`config.mk`:
```
export PLATFORM = sky130hd
export DESIGN_NAME = ps2_keyboard_rx
export DESIGN_NICKNAME = d
export VERILOG_FILES = /design/src/rtl/ps2_keyboard_rx.sv
export SDC_FILE = /design/constraint.sdc
export NUM_CORES = 1
export LEC_CHECK = 0
export BUFFER_PORTS_ARGS = -buffer_cell sky130_fd_sc_hd__buf_4
export CAP_MARGIN = 20
export CORE_MARGIN = 3
export CORE_UTILIZATION = 66
export CTS_CLUSTER_SIZE = 24
export DETAILED_ROUTE_END_ITERATION = 12
export PLACE_DENSITY = 0.84
export SETUP_SLACK_MARGIN = 0.1
export SLEW_MARGIN = 10
export SYNTH_ARGS = -nofsm -noshare
export SYNTH_HDL_FRONTEND = slang
export SYNTH_SLANG_ARGS = --single-unit
```
`constraint.sdc`:
```
create_clock -name clk -period 6.3 [get_ports clk]
set_input_delay 0.315 -clock clk [delete_from_list [all_inputs] [get_ports clk]]
set_output_delay 0.315 -clock clk [all_outputs]
set_load 0.05 [all_outputs]
```
`src/rtl/ps2_keyboard_rx.sv`:
```
`default_nettype none
// ============================================================================
// Module   : ps2_keyboard_rx
// Purpose  : PS/2 keyboard receiver. Synchronises the keyboard clock into the
//            system clock domain, deserialises 11-bit device-to-host frames
//            (start 0, 8 data bits LSB first, odd parity, stop 1) and stores
//            valid scan codes in an 8-slot FIFO (7 usable entries).
// Ports    :
//   clk         in   system clock, rising edge
//   rst         in   asynchronous reset, active low
//   ps2_clk     in   PS/2 clock from the keyboard (asynchronous to clk)
//   ps2_data    in   PS/2 data from the keyboard
//   nextdata_n  in   active-low pop request, honoured while ready=1
//   data[7:0]   out  scan code at the FIFO head (combinational)
//   ready       out  FIFO non-empty
//   overflow    out  sticky: FIFO became full or a frame was dropped;
//                    cleared by any pop
// Revision : 1.0  initial release
// ============================================================================
module ps2_keyboard_rx (
    input  logic       clk,
    input  logic       rst,
    input  logic       ps2_clk,
    input  logic       ps2_data,
    input  logic       nextdata_n,
    output logic [7:0] data,
    output logic       ready,
    output logic       overflow
);

    // Index of the stop bit within a frame; the buffer holds bits 0..9.
    localparam logic [3:0] c_STOP_IDX  = 4'd10;
    localparam int         c_FIFO_SLOTS = 8;

    // ------------------------------------------------------------------------
    // State
    // ------------------------------------------------------------------------
    logic [2:0] sync_q,     sync_d;
    logic [3:0] count_q,    count_d;
    logic [9:0] buffer_q,   buffer_d;
    logic [2:0] w_ptr_q,    w_ptr_d;
    logic [2:0] r_ptr_q,    r_ptr_d;
    logic       overflow_q, overflow_d;
    logic [7:0] fifo_q [c_FIFO_SLOTS];
    logic [7:0] fifo_d [c_FIFO_SLOTS];

    // ------------------------------------------------------------------------
    // Combinational helpers
    // ------------------------------------------------------------------------
    logic w_fall;
    logic w_frame_done;
    logic w_frame_ok;
    logic w_full;
    logic w_pop;
    logic w_write;
    logic w_drop;
    logic w_becomes_full;

    // sync_q[0] is the metastability stage; the edge is detected between the
    // two settled stages, older (sync_q[2]) high and newer (sync_q[1]) low.
    assign w_fall       = sync_q[2] & ~sync_q[1];
    assign w_frame_done = w_fall && (count_q == c_STOP_IDX);

    // The stop bit is never buffered: it is the live ps2_data at the strobe.
    assign w_frame_ok   = ~buffer_q[0] & ps2_data & (^buffer_q[9:1]);

    // One slot is always kept empty so that full and empty are distinct.
    assign w_full       = ((w_ptr_q + 3'd1) == r_ptr_q);
    assign w_pop        = ready & ~nextdata_n;
    assign w_write      = w_frame_done & w_frame_ok & ~w_full;
    assign w_drop       = w_frame_done & w_frame_ok &  w_full;

    // Six entries before a write means the write takes the last slot; with a
    // simultaneous pop the occupancy does not change, so it does not fill.
    assign w_becomes_full = w_write & ~w_pop & (r_ptr_q == (w_ptr_q + 3'd2));

    assign ready    = (w_ptr_q != r_ptr_q);
    assign data     = fifo_q[r_ptr_q];
    assign overflow = overflow_q;

    // ------------------------------------------------------------------------
    // Next-state logic
    // ------------------------------------------------------------------------
    always_comb begin
        sync_d = {sync_q[1:0], ps2_clk};
    end

    always_comb begin
        count_d  = count_q;
        buffer_d = buffer_q;
        if (w_fall) begin
            if (count_q < c_STOP_IDX) begin
                buffer_d[count_q] = ps2_data;
                count_d           = count_q + 4'd1;
            end else begin
                // Stop bit reached: restart regardless of frame validity.
                count_d = 4'd0;
            end
        end
    end

    always_comb begin
        w_ptr_d = w_ptr_q;
        r_ptr_d = r_ptr_q;
        for (int i = 0; i < c_FIFO_SLOTS; i++) begin
            fifo_d[i] = fifo_q[i];
        end
        if (w_write) begin
            fifo_d[w_ptr_q] = buffer_q[8:1];
            w_ptr_d         = w_ptr_q + 3'd1;
        end
        if (w_pop) begin
            r_ptr_d = r_ptr_q + 3'd1;
        end
    end

    always_comb begin
        overflow_d = overflow_q;
        if (w_becomes_full || w_drop) begin
            overflow_d = 1'b1;
        end else if (w_pop) begin
            overflow_d = 1'b0;
        end
    end

    // ------------------------------------------------------------------------
    // Registers
    // ------------------------------------------------------------------------
    always_ff @(posedge clk or negedge rst) begin
        if (!rst) begin
            sync_q     <= 3'b000;
            count_q    <= 4'd0;
            buffer_q   <= 10'd0;
            w_ptr_q    <= 3'd0;
            r_ptr_q    <= 3'd0;
            overflow_q <= 1'b0;
        end else begin
            sync_q     <= sync_d;
            count_q    <= count_d;
            buffer_q   <= buffer_d;
            w_ptr_q    <= w_ptr_d;
            r_ptr_q    <= r_ptr_d;
            overflow_q <= overflow_d;
        end
    end

    always_ff @(posedge clk or negedge rst) begin
        if (!rst) begin
            for (int i = 0; i < c_FIFO_SLOTS; i++) begin
                fifo_q[i] <= 8'h00;
            end
        end else begin
            for (int i = 0; i < c_FIFO_SLOTS; i++) begin
                fifo_q[i] <= fifo_d[i];
            end
        end
    end

endmodule
`default_nettype wire

```
==> results of run 1 <==
logic make-up after synthesis:
| family | after synthesis |
|---|---|
| mux | 101 |
| flops | 88 |
| fa+ha+maj | 10 |
| compound gates | 8 |
| buf+inv | 27 |
| xor+xnor | 17 |
| simple gates | 40 |
layout by cell type, fill, tap and decap left out, types with 3 or more instances in the layout:
cell	synthesis	final
sky130_fd_sc_hd__dfrtp_1	88	88
sky130_fd_sc_hd__mux2_2	77	77
sky130_fd_sc_hd__mux4_2	16	16
sky130_fd_sc_hd__buf_4	4	16
sky130_fd_sc_hd__nand2_1	13	13
sky130_fd_sc_hd__ha_1	10	10
sky130_fd_sc_hd__clkbuf_8	1	10
sky130_fd_sc_hd__xnor2_1	8	8
sky130_fd_sc_hd__mux2_4	8	8
sky130_fd_sc_hd__inv_1	6	6
sky130_fd_sc_hd__xor2_1	6	6
sky130_fd_sc_hd__o21ai_0	6	6
sky130_fd_sc_hd__nand3_1	5	5
sky130_fd_sc_hd__nand4_4	4	4
sky130_fd_sc_hd__nand4_1	3	3
power breakdown:
part	switching (mW)	leakage [nW]	internal (mW)
combinational	0.251	1.03	0.225
clock	0.201	0.0887	0.155
sequential	0.154	1.18	0.612
total	0.606	2.31	0.991
metal layers:
metal  wire (um)  share of wire [%]  vias to the layer above  global-route usage, %
li1            -                  -                     1066                      -
met1        3510                 45                     1247                   33.5
met2        3910                 50                       36                   35.2
met3         287                3.7                       10                   3.22
met4          85                1.1                        0                   7.25
met5           0                  0                        -                      0
cell type report:
class,instances,area [um^2],share of cell area [%]
Sequential cell,88,2200,46.9
Multi-Input combinational cell,176,2010,42.9
Timing Repair Buffer,19,178,3.79
Clock buffer,10,138,2.93
Tap cell,77,96.3,2.05
Clock inverter,6,42.5,0.907
Inverter,6,22.5,0.480
stage by stage:
stage	setup slack [ns]	instances	cell area (um^2)
CTS	3.52	380	4660
floorplan	4.07	291	4380
finish	3.50	382	4690
detailed placement	3.54	364	4480
global placement	3.43	363	4450
global route	3.36	382	4690
registers in the layout, summed over array words and instances (netlist names):
register  cells
count_q       4
overflow      1
r_ptr_q       3
w_ptr_q       3
sync_q        3
fifo_q       64
buffer_q     10
critical path: stages (launching register included):
cell	delay, ns
sky130_fd_sc_hd__dfrtp_1	0.76
sky130_fd_sc_hd__xnor3_1	0.44
sky130_fd_sc_hd__nand3_1	0.12
sky130_fd_sc_hd__nor2b_1	0.15
sky130_fd_sc_hd__buf_4	0.25
sky130_fd_sc_hd__and4b_1	0.60
sky130_fd_sc_hd__mux2_4	0.35
worst max-delay path by stage:
stage,from,end,slack [ns],cells after the start
final,r_ptr_q[2],fifo_q[63],3.50,6
after global routing,r_ptr_q[2],fifo_q[63],3.36,6
after CTS,r_ptr_q[2],fifo_q[63],3.52,6
after detailed placement,r_ptr_q[2],fifo_q[56],3.54,6
after global placement,r_ptr_q[0],fifo_q[62],3.43,6
after floorplan,buffer_q[3],fifo_q[56],4.07,8
==> flow_summary_export.csv, run 1 <==
group,metric,value,unit
outcome,run_status,"finished clean",
sta,crit_share_post_route,44.4,%
yosys,synthesis.nets,306,
yosys,synthesized_area_fraction_occupied_by_xor_and_xnor_cells,4.20,%
global_routing,grt_max_degree,89,
sta,report.final.slew_viol_count,0,
global_routing,globalRouteOverflowTotal,0,
die,fp-row-count,29,
power,cell_leakage_power,2.31,nW
worst_setup_path,critPathArrivalTime,3.03,ns
global_routing,grt_antenna_before_repair,0,
yosys,synth_sequential_area_ratio,50.3,%
cts,ctsHoldBuffers,0,
yosys,most_numerous_cell_in_the_yosys_netlist,"sky130_fd_sc_hd__dfrtp_1",
flow_run,max_cap_violations,0,
worst_setup_path,critical_path_class,"register to register",
yosys,postSynth.asyncResetShare,100,%
yosys,largest_family_of_logic_cells_by_synthesized_area,"multiplexers",
worst_setup_path,r2r-end,"fifo_q[63]",
finish,utilization,73.5,%
worst_setup_path,cp_max_fo,12,
finish,filler_cell_count,411,
sta,hold_violations,0,
die,core,6390,um^2
drt,avgViaCountPerCell,6.18,
cts,cts_resized,0,
drt,total_number_of_vias,2359,
drt,drt_first_pass_iters,4,
placed_design,routability_congestion_estimate_from_global_placement,0.805,
global_routing,grt_pass1_vias,2470,
cts,clock_tree.buffer_depth,2,
cts,cts_max_level,3,
yosys,most_frequently_used_flop_master_after_synthesis,"sky130_fd_sc_hd__dfrtp_1",
yosys,synth_warnings,0,
die,dieWidth,87.4,um
global_routing,grt_usage,22.7,%
power,total_power_of_the_final_layout,1.60,mW
min_path,whs_endpoint,"sync_q[0]",
drt,drcViolationCount,0,
sta,report.final.setup_viol,0,
yosys,synthTopCellsByArea,"sky130_fd_sc_hd__dfrtp_1 50%, sky130_fd_sc_hd__mux2_2 20%, sky130_fd_sc_hd__mux4_2 8.2%",
sta,rsz0062_at_grt,"no",
worst_setup_path,reg2reg_slack,3.50,ns
cts,cts-root-buf,"sky130_fd_sc_hd__clkbuf_8",
die,fp.dieH,87.4,um
die,start_util,68.6,%
finish,n_antenna_cell,0,
worst_setup_path,timing.critical_path.required,6.53,ns
worst_setup_path,crit_path_end_kind,"register",
sta,worst_pin_slew,0.905,ns
sta,achievable_freq,358,MHz
placed_design,port-buffer-count,14,
yosys,number_of_enable_type_register_cells_in_the_synthesized_netlist,0,
drt,overall_routed_net_length,7.78,mm
yosys,synth_area,4380,um^2
cts,clock-sinks,88,
die,boundaryPins,15,
die,dieArea,7650,um^2
yosys,yosysUniqueCellTypes,33,
min_path,whs_path_depth,1,
global_routing,grt_first_pass_wirelength,13.0,mm
yosys,synth_top_area_share,50.3,%
cts,post_cts.repair.setup_buffers,0,
yosys,yosys.area.top_type,"sky130_fd_sc_hd__dfrtp_1",
cts,clkLatencyLatePin,0.35,ns
drt,antenna_left,0,
worst_setup_path,crit-reg2reg-launch,"r_ptr_q[2]",
power,power_density,340,nW/um^2
worst_setup_path,worst-r2r-cell-count,6,
placed_design,dpl.hpwl,5.19,mm
finish,fin_nets,315,
yosys,post_synthesis_compound_gate_area_fraction,0.915,%
yosys,syn_area_per_cell,15.0,um^2
yosys,proportion_of_synthesized_area_in_mux_cells,30.8,%
sta,worst_hold_slack_after_final_layout,0.0661,ns
cts,cts.reportedPaths.clkPinSlew,0.09,ns
finish,areaGrowthSynthToFinish,7.17,%
worst_setup_path,setup.worst_path.start_class,"register",
power,ir_drop,0.267,mV
min_path,hold_path_startpoint,"ps2_clk",
sta,fin_worst_skew,0.0106,ns
sta,minimum_period_implied_by_the_final_worst_setup_slack,2.80,ns
yosys,ys_top_cells_by_count,"88 x sky130_fd_sc_hd__dfrtp_1, 77 x sky130_fd_sc_hd__mux2_2, 16 x sky130_fd_sc_hd__mux4_2, 13 x sky130_fd_sc_hd__nand2_1, 10 x sky130_fd_sc_hd__ha_1",
yosys,post_synth_and_or_nand_nor_area_fraction,7.23,%
yosys,synthesis.instances,291,
cts,cts_buffer_count,9,
drt,wl_per_cell,20.4,um
sta,max-slew-margin-rel,39.6,%
min_path,hold_path.class,"input port to register",
finish,proportion_of_layout_cells_with_a_drive_suffix_above_1,47.2,%
drt,drt_first_iter_violations,149,
yosys,synth_adder_area_share,2.86,%
cts,tritoncts_clock_tree,"done",
yosys,postSynthRegisterBits,88,
sta,fin_setup_tns,0,ns
No activity file was read; power rests on OpenSTA's default activity.
==> run 2, diff against run 1 <==
- CORE_UTILIZATION: 66 -> 56
- PLACE_DENSITY: 0.84 -> 0.76
- clock period: 6.3 -> 2.46 ns (I/O delays scaled with it)
==> flow_summary_export.csv, run 2 (same netlist as run 1, synthesis figures left out) <==
group,metric,value,unit
drt,drt_first_pass_iters,4,
worst_setup_path,reg2reg_slack,0.19,ns
drt,total_number_of_vias,2408,
worst_setup_path,cp_max_fo,8,
sta,achievable_freq,441,MHz
finish,final-seq-area,2200,um^2
min_path,hold_path.class,"input port to register",
global_routing,grt_pass1_vias,2557,
die,start_util,59.1,%
cts,clock_tree.buffer_depth,2,
global_routing,grt_antenna_before_repair,0,
worst_setup_path,critical_path_class,"register to register",
finish,leading_cell_type_in_the_layout_fill_and_taps_excluded,"sky130_fd_sc_hd__dfrtp_1",
sta,crit_share_post_route,92.2,%
drt,overall_routed_net_length,7.83,mm
drt,wl_met3,220,um
drt,antenna_left,0,
drt,wl_per_cell,18.6,um
placed_design,dpl.hpwl,5.25,mm
cts,clock-sinks,88,
drt,top_layer,"met4",
finish,largest_register_ffs,64,
power,ir_drop,0.677,mV
die,core,7410,um^2
sta,fin_setup_tns,0,ns
cts,cts_buffer_count,9,
finish,proportion_of_layout_cells_with_a_drive_suffix_above_1,50.8,%
worst_setup_path,timing.critical_path.required,2.69,ns
global_routing,grt_usage,19.8,%
power,power_density,935,nW/um^2
min_path,hold_path_startpoint,"ps2_data",
cts,clkLatencyLatePin,0.35,ns
finish,max_flop_register,"fifo_q",
drt,drt_first_iter_violations,97,
sta,fin_worst_skew,0.0132,ns
sta,max-slew-margin-rel,53.6,%
worst_setup_path,critPathArrivalTime,2.50,ns
worst_setup_path,worst-r2r-cell-count,7,
power,cell_leakage_power,2.42,nW
outcome,run_status,"finished clean",
worst_setup_path,setup.worst_path.start_class,"register",
finish,multiInputGateArea,2030,um^2
global_routing,grt_first_pass_wirelength,13.4,mm
cts,cts-root-buf,"sky130_fd_sc_hd__clkbuf_8",
cts,tritoncts_clock_tree,"done",
placed_design,port-buffer-count,14,
finish,filler_cell_count,524,
drt,dr_wl_met2,3.77,mm
sta,minimum_period_implied_by_the_final_worst_setup_slack,2.27,ns
global_routing,grt_max_degree,55,
min_path,whs_path_depth,2,
worst_setup_path,crit-reg2reg-launch,"buffer_q[8]",
die,fp.dieH,94.4,um
finish,reg.largest.list,"fifo_q x64, buffer_q x10, count_q x4",
finish,fin_nets,333,
finish,utilization,66.5,%
cts,cts.reportedPaths.clkPinSlew,0.09,ns
sta,hold_violations,0,
sta,worst_pin_slew,0.696,ns
die,dieArea,8920,um^2
cts,cts_max_level,3,
finish,n_antenna_cell,0,
placed_design,routability_congestion_estimate_from_global_placement,0.844,
sta,rsz0062_at_grt,"yes",
drt,m1_wl,3.77,mm
sta,report.final.setup_viol,0,
min_path,whs_endpoint,"buffer_q[0]",
finish,areaGrowthSynthToFinish,12.6,%
flow_run,max_cap_violations,0,
sta,report.final.slew_viol_count,0,
drt,avgViaCountPerCell,5.71,
worst_setup_path,crit_path_end_kind,"register",
die,dieWidth,94.4,um
global_routing,globalRouteOverflowTotal,0,
die,boundaryPins,15,
finish,final_cell_mix,"86 x sky130_fd_sc_hd__dfrtp_1, 76 x sky130_fd_sc_hd__mux2_2, 31 x sky130_fd_sc_hd__buf_4",
die,fp-row-count,31,
drt,drcViolationCount,0,
worst_setup_path,r2r-end,"fifo_q[33]",
run 2: area by class of cell:
class,count,share of cell area (%)
well taps,99,2.51
multi-input cells,176,41.1
clock buffers,10,2.79
flip-flops and latches,88,44.7
repair buffers,37,6.40
inverters,6,0.457
clock inverters,6,1.98
run 2: per-layer routing:
layer  global-route usage [%]  up-vias
met5                        0        -
met3                     5.10        7
met1                     28.1     1256
met2                     30.9       36
met4                     4.93        0
li1                         -     1109
run 2: report_power, final:
part           internal, mW  total [mW]  switching, mW
combinational         0.795        1.74          0.950
sequential             1.57        1.72          0.145
clock                 0.616        1.15          0.532
total                  2.98        4.61           1.63
run 2: worst max-delay path by stage:
| stage | startpoint | endpoint | slack [ns] | cells past startpoint |
|---|---|---|---|---|
| 6_report | buffer_q[8] | fifo_q[33] | 0.19 | 7 |
| 5_1_grt | buffer_q[8] | fifo_q[33] | 0.07 | 7 |
| 3_3_place_gp | buffer_q[8] | fifo_q[53] | 0.22 | 7 |
| 2_1_floorplan | buffer_q[3] | fifo_q[56] | 0.23 | 8 |
| 4_1_cts | buffer_q[8] | fifo_q[50] | 0.16 | 7 |
| 3_5_place_dp | buffer_q[8] | fifo_q[50] | 0.19 | 7 |
run 2: repair_timing:
item / 4_1_cts / 5_1_grt
endpoints found under the setup margin: 0 / 41
setup buffers: 0 / 3
resized for setup: 0 / 7
hold endpoints to repair: 54 / 0
hold buffers: 2 / 0
run 2: per-stage QoR:
stage | setup slack (ns) | std cells | power [mW] | hold slack (ns) | area [um^2]
floorplan | 0.230 | 291 | 3.00 | -0.173 | 4380
global placement | 0.215 | 401 | 3.32 | 0.218 | 4630
detailed placement | 0.188 | 401 | 3.36 | 0.217 | 4630
CTS | 0.164 | 419 | 4.52 | 0.0674 | 4880
global route | 0.0706 | 422 | 4.86 | 0.0817 | 4930
finish | 0.193 | 422 | 4.61 | 0.0937 | 4930
run 2: worst max-delay path: stages, from the launching register on:
cell	delay, ns
sky130_fd_sc_hd__dfrtp_2	0.45
sky130_fd_sc_hd__xnor2_2	0.16
sky130_fd_sc_hd__xnor3_1	0.44
sky130_fd_sc_hd__xnor2_1	0.15
sky130_fd_sc_hd__buf_4	0.19
sky130_fd_sc_hd__buf_6	0.15
sky130_fd_sc_hd__nand4_4	0.24
sky130_fd_sc_hd__mux2_4	0.37
==> run 3, diff against run 2 <==
- ABC_AREA: not set -> 1
==> flow_summary_export.csv, run 3 <==
group,metric,value,unit
outcome,run_status,"finished clean",
finish,final_cell_mix,"193 x sky130_fd_sc_hd__nand2_1, 85 x sky130_fd_sc_hd__dfrtp_1, 74 x sky130_fd_sc_hd__nand3_1",
drt,m1_wl,4.94,mm
yosys,postSynthRegisterBits,88,
sta,hold_violations,0,
worst_setup_path,timing.critical_path.buf_inv,2,
cts,clkLatencyLatePin,0.37,ns
power,power.switching,2.80,mW
finish,max_flop_register,"fifo_q",
drt,wl_per_cell,16.4,um
sta,achievable_freq,439,MHz
worst_setup_path,cp_max_fo,33,
die,start_util,58.9,%
drt,wl_met3,959,um
worst_setup_path,path_cells,"buf_6 -> o21ai_0 -> o22ai_1 -> nor2_1 -> a31oi_1 -> buf_4",
worst_setup_path,startpoint,"r_ptr_q[0]",
die,dieWidth,97.1,um
yosys,yosysUniqueCellTypes,26,
global_routing,grt_first_pass_wirelength,20.0,mm
worst_setup_path,critical_path.max_stage_delay,0.46,ns
cts,cts_buffer_count,9,
yosys,most_numerous_cell_in_the_yosys_netlist,"sky130_fd_sc_hd__nand2_1",
power,total_power_of_the_final_layout,5.91,mW
placed_design,dpl.hpwl,7.85,mm
finish,leading_cell_type_in_the_layout_fill_and_taps_excluded,"sky130_fd_sc_hd__nand2_1",
power,power_report.internal_total,3.11,mW
cts,cts_max_level,3,
yosys,ys_top_cells_by_count,"193 x sky130_fd_sc_hd__nand2_1, 88 x sky130_fd_sc_hd__dfrtp_1, 74 x sky130_fd_sc_hd__nand3_1, 66 x sky130_fd_sc_hd__nor2_1, 51 x sky130_fd_sc_hd__o21ai_0",
worst_setup_path,crit-reg2reg-launch,"w_ptr_q[1]",
worst_setup_path,critical_path_class,"register to output pin",
sta,minimum_period_implied_by_the_final_worst_setup_slack,2.28,ns
yosys,yosys.area.top_type,"sky130_fd_sc_hd__dfrtp_1",
drt,avgViaCountPerCell,5.75,
yosys,synthesis.nets,612,
finish,n_antenna_cell,0,
yosys,synth_area,4640,um^2
yosys,number_of_enable_type_register_cells_in_the_synthesized_netlist,0,
yosys,syn_area_per_cell,7.78,um^2
power,power_switching_share,47.4,%
global_routing,globalRouteOverflowTotal,0,
sta,max-slew-margin-rel,62.7,%
power,cell_leakage_power,2.71,nW
worst_setup_path,timing.critical_path.required,2.34,ns
flow_run,max_cap_violations,0,
finish,fin_nets,633,
min_path,hold_path_startpoint,"nextdata_n",
cts,clock-sinks,88,
sta,fin_setup_tns,0,ns
sta,report.final.slew_viol_count,0,
finish,filler_cell_count,681,
sta,fin_worst_skew,0.0149,ns
die,boundaryPins,15,
drt,drcViolationCount,0,
yosys,synth_warnings,0,
worst_setup_path,setup.worst_path.start_class,"register",
yosys,synthesis.instances,597,
die,dieArea,9420,um^2
yosys,synth_sequential_area_ratio,47.4,%
power,ir_drop,0.625,mV
sta,crit_share_post_route,92.7,%
die,fp-row-count,32,
sta,report.final.setup_viol,0,
finish,reg.largest.list,"fifo_q x64, buffer_q x10, count_q x4",
drt,overall_routed_net_length,11.9,mm
cts,cts-root-buf,"sky130_fd_sc_hd__clkbuf_8",
drt,top_layer,"met4",
worst_setup_path,crit_path_end_kind,"output pin",
sta,worst_pin_slew,0.560,ns
yosys,postSynth.asyncResetShare,100,%
placed_design,routability_congestion_estimate_from_global_placement,0.840,
die,fp.dieH,97.1,um
cts,cts.reportedPaths.clkPinSlew,0.09,ns
yosys,synth_top_area_share,47.4,%
cts,clock_tree.buffer_depth,2,
finish,largest_register_ffs,64,
global_routing,grt_max_degree,70,
sta,rsz0062_at_grt,"no",
power,power.share.sequential,31.6,%
worst_setup_path,crit_slowest_cell,"sky130_fd_sc_hd__dfrtp_1",
yosys,synthTopCellsByArea,"sky130_fd_sc_hd__dfrtp_1 47%, sky130_fd_sc_hd__nand2_1 16%, sky130_fd_sc_hd__nand3_1 8.0%",
worst_setup_path,critPathTopFamily,"compound AO/OA/AOI/OAI gates",
finish,proportion_of_layout_cells_with_a_drive_suffix_above_1,12.2,%
cts,tritoncts_clock_tree,"done",
drt,antenna_left,0,
die,core,7890,um^2
finish,areaGrowthSynthToFinish,11.2,%
global_routing,grt_antenna_before_repair,0,
min_path,hold_path.class,"input port to register",
placed_design,port-buffer-count,14,
drt,total_number_of_vias,4170,
drt,drt_first_iter_violations,273,
global_routing,grt_usage,26.1,%
worst_setup_path,critPathArrivalTime,2.16,ns
yosys,most_frequently_used_flop_master_after_synthesis,"sky130_fd_sc_hd__dfrtp_1",
drt,dr_wl_met2,5.69,mm
drt,drt_first_pass_iters,5,
power,power_density,1140,nW/um^2
power,share_clk_of_total_power,19.2,%
power,share_comb_of_total_power,49.2,%
global_routing,grt_pass1_vias,4108,
-- run 3: cell count changes after synthesis, moves of 8 or more --
cell	previous run	this run
sky130_fd_sc_hd__mux4_2	16	0
sky130_fd_sc_hd__nand4_2	0	8
sky130_fd_sc_hd__mux2_4	8	0
sky130_fd_sc_hd__nor2_1	1	66
sky130_fd_sc_hd__mux2_2	77	0
sky130_fd_sc_hd__a31oi_1	0	9
sky130_fd_sc_hd__o22ai_1	0	8
sky130_fd_sc_hd__nand3_1	5	74
sky130_fd_sc_hd__nand2_1	13	193
sky130_fd_sc_hd__o21ai_0	6	51
sky130_fd_sc_hd__inv_1	6	34
-- run 3: cells by family (layout without fill, tap and decap cells) --
kind of cell             Yosys count  count (layout)  share of synthesized area, %
AND/OR/NAND/NOR                  350             350                          32.9
adder cells (fa/ha/maj)           10              10                          2.69
buffers and inverters             68              94                          6.74
flip-flops                        88              88                          47.4
AO/OA/AOI/OAI                     72              72                          8.57
XOR/XNOR                           9               9                          1.70
-- run 3: stage by stage --
step           cells  instance area (um^2)  worst slack, ns  utilization [%]  hold slack [ns]
2_1_floorplan    597                  4640            0.321                -           -0.173
3_3_place_gp     702                  4870            0.318             61.7            0.148
3_5_place_dp     702                  4870            0.226             61.7            0.150
4_1_cts          720                  5110            0.112             64.8            0.102
5_1_grt          725                  5160            0.117             65.5            0.125
6_report         725                  5160            0.181             65.5           0.0963
-- run 3: layer usage --
layer,track usage [%],up-vias
li1,-,1970
met1,35.1,2011
met2,41.2,163
met3,6.96,26
met4,8.42,0
met5,0,-
-- run 3: path summary, 6_finish.rpt --
check,endpoint,slack (ns),depth (start not counted)
max,data[4],0.18,6
min reg2reg,sync_q[1],0.36,0
min in group asynchronous,fifo_q[29],0.29,2
max reg2reg,fifo_q[12],0.32,8
min,r_ptr_q[0],0.1,4
max in group asynchronous,buffer_q[1],1.50,3
-- run 3: final cells by class --
class | count | area, um^2 | share of cell area (%)
clock buffers | 9 | 124 | 2.40
multi-input cells | 441 | 2130 | 41.2
flip-flops and latches | 88 | 2210 | 42.7
clock inverters | 7 | 100 | 1.94
inverters | 40 | 158 | 3.05
repair buffers | 38 | 319 | 6.18
well taps | 102 | 128 | 2.47
-- run 3: power groups by stage --
| stage | Combinational [mW] | Sequential (mW) | Clock [mW] |
|---|---|---|---|
| 6_report | 2.90 | 1.87 | 1.14 |
| 5_1_grt | 3.18 | 1.89 | 1.22 |
| 4_1_cts | 2.81 | 1.84 | 1.14 |
| 3_5_place_dp | 2.80 | 1.87 | 0 |
| 3_3_place_gp | 2.74 | 1.86 | 0 |
| 2_1_floorplan | 2.11 | 1.74 | 0 |
-- run 3: tightest hold or removal path: cells and delay by family --
kind                      cells  cell delay, ns
xor gates and xnor gates      1            0.08
and+or+nand+nor               1            0.12
buffers and inverters         2            0.11
-- run 3: timing repair --
action                     CTS  global route
hold endpoints to repair    42             0
setup endpoints to repair    0            72
gates resized for setup      0             6
setup buffers                0             5
hold buffers                 2             0
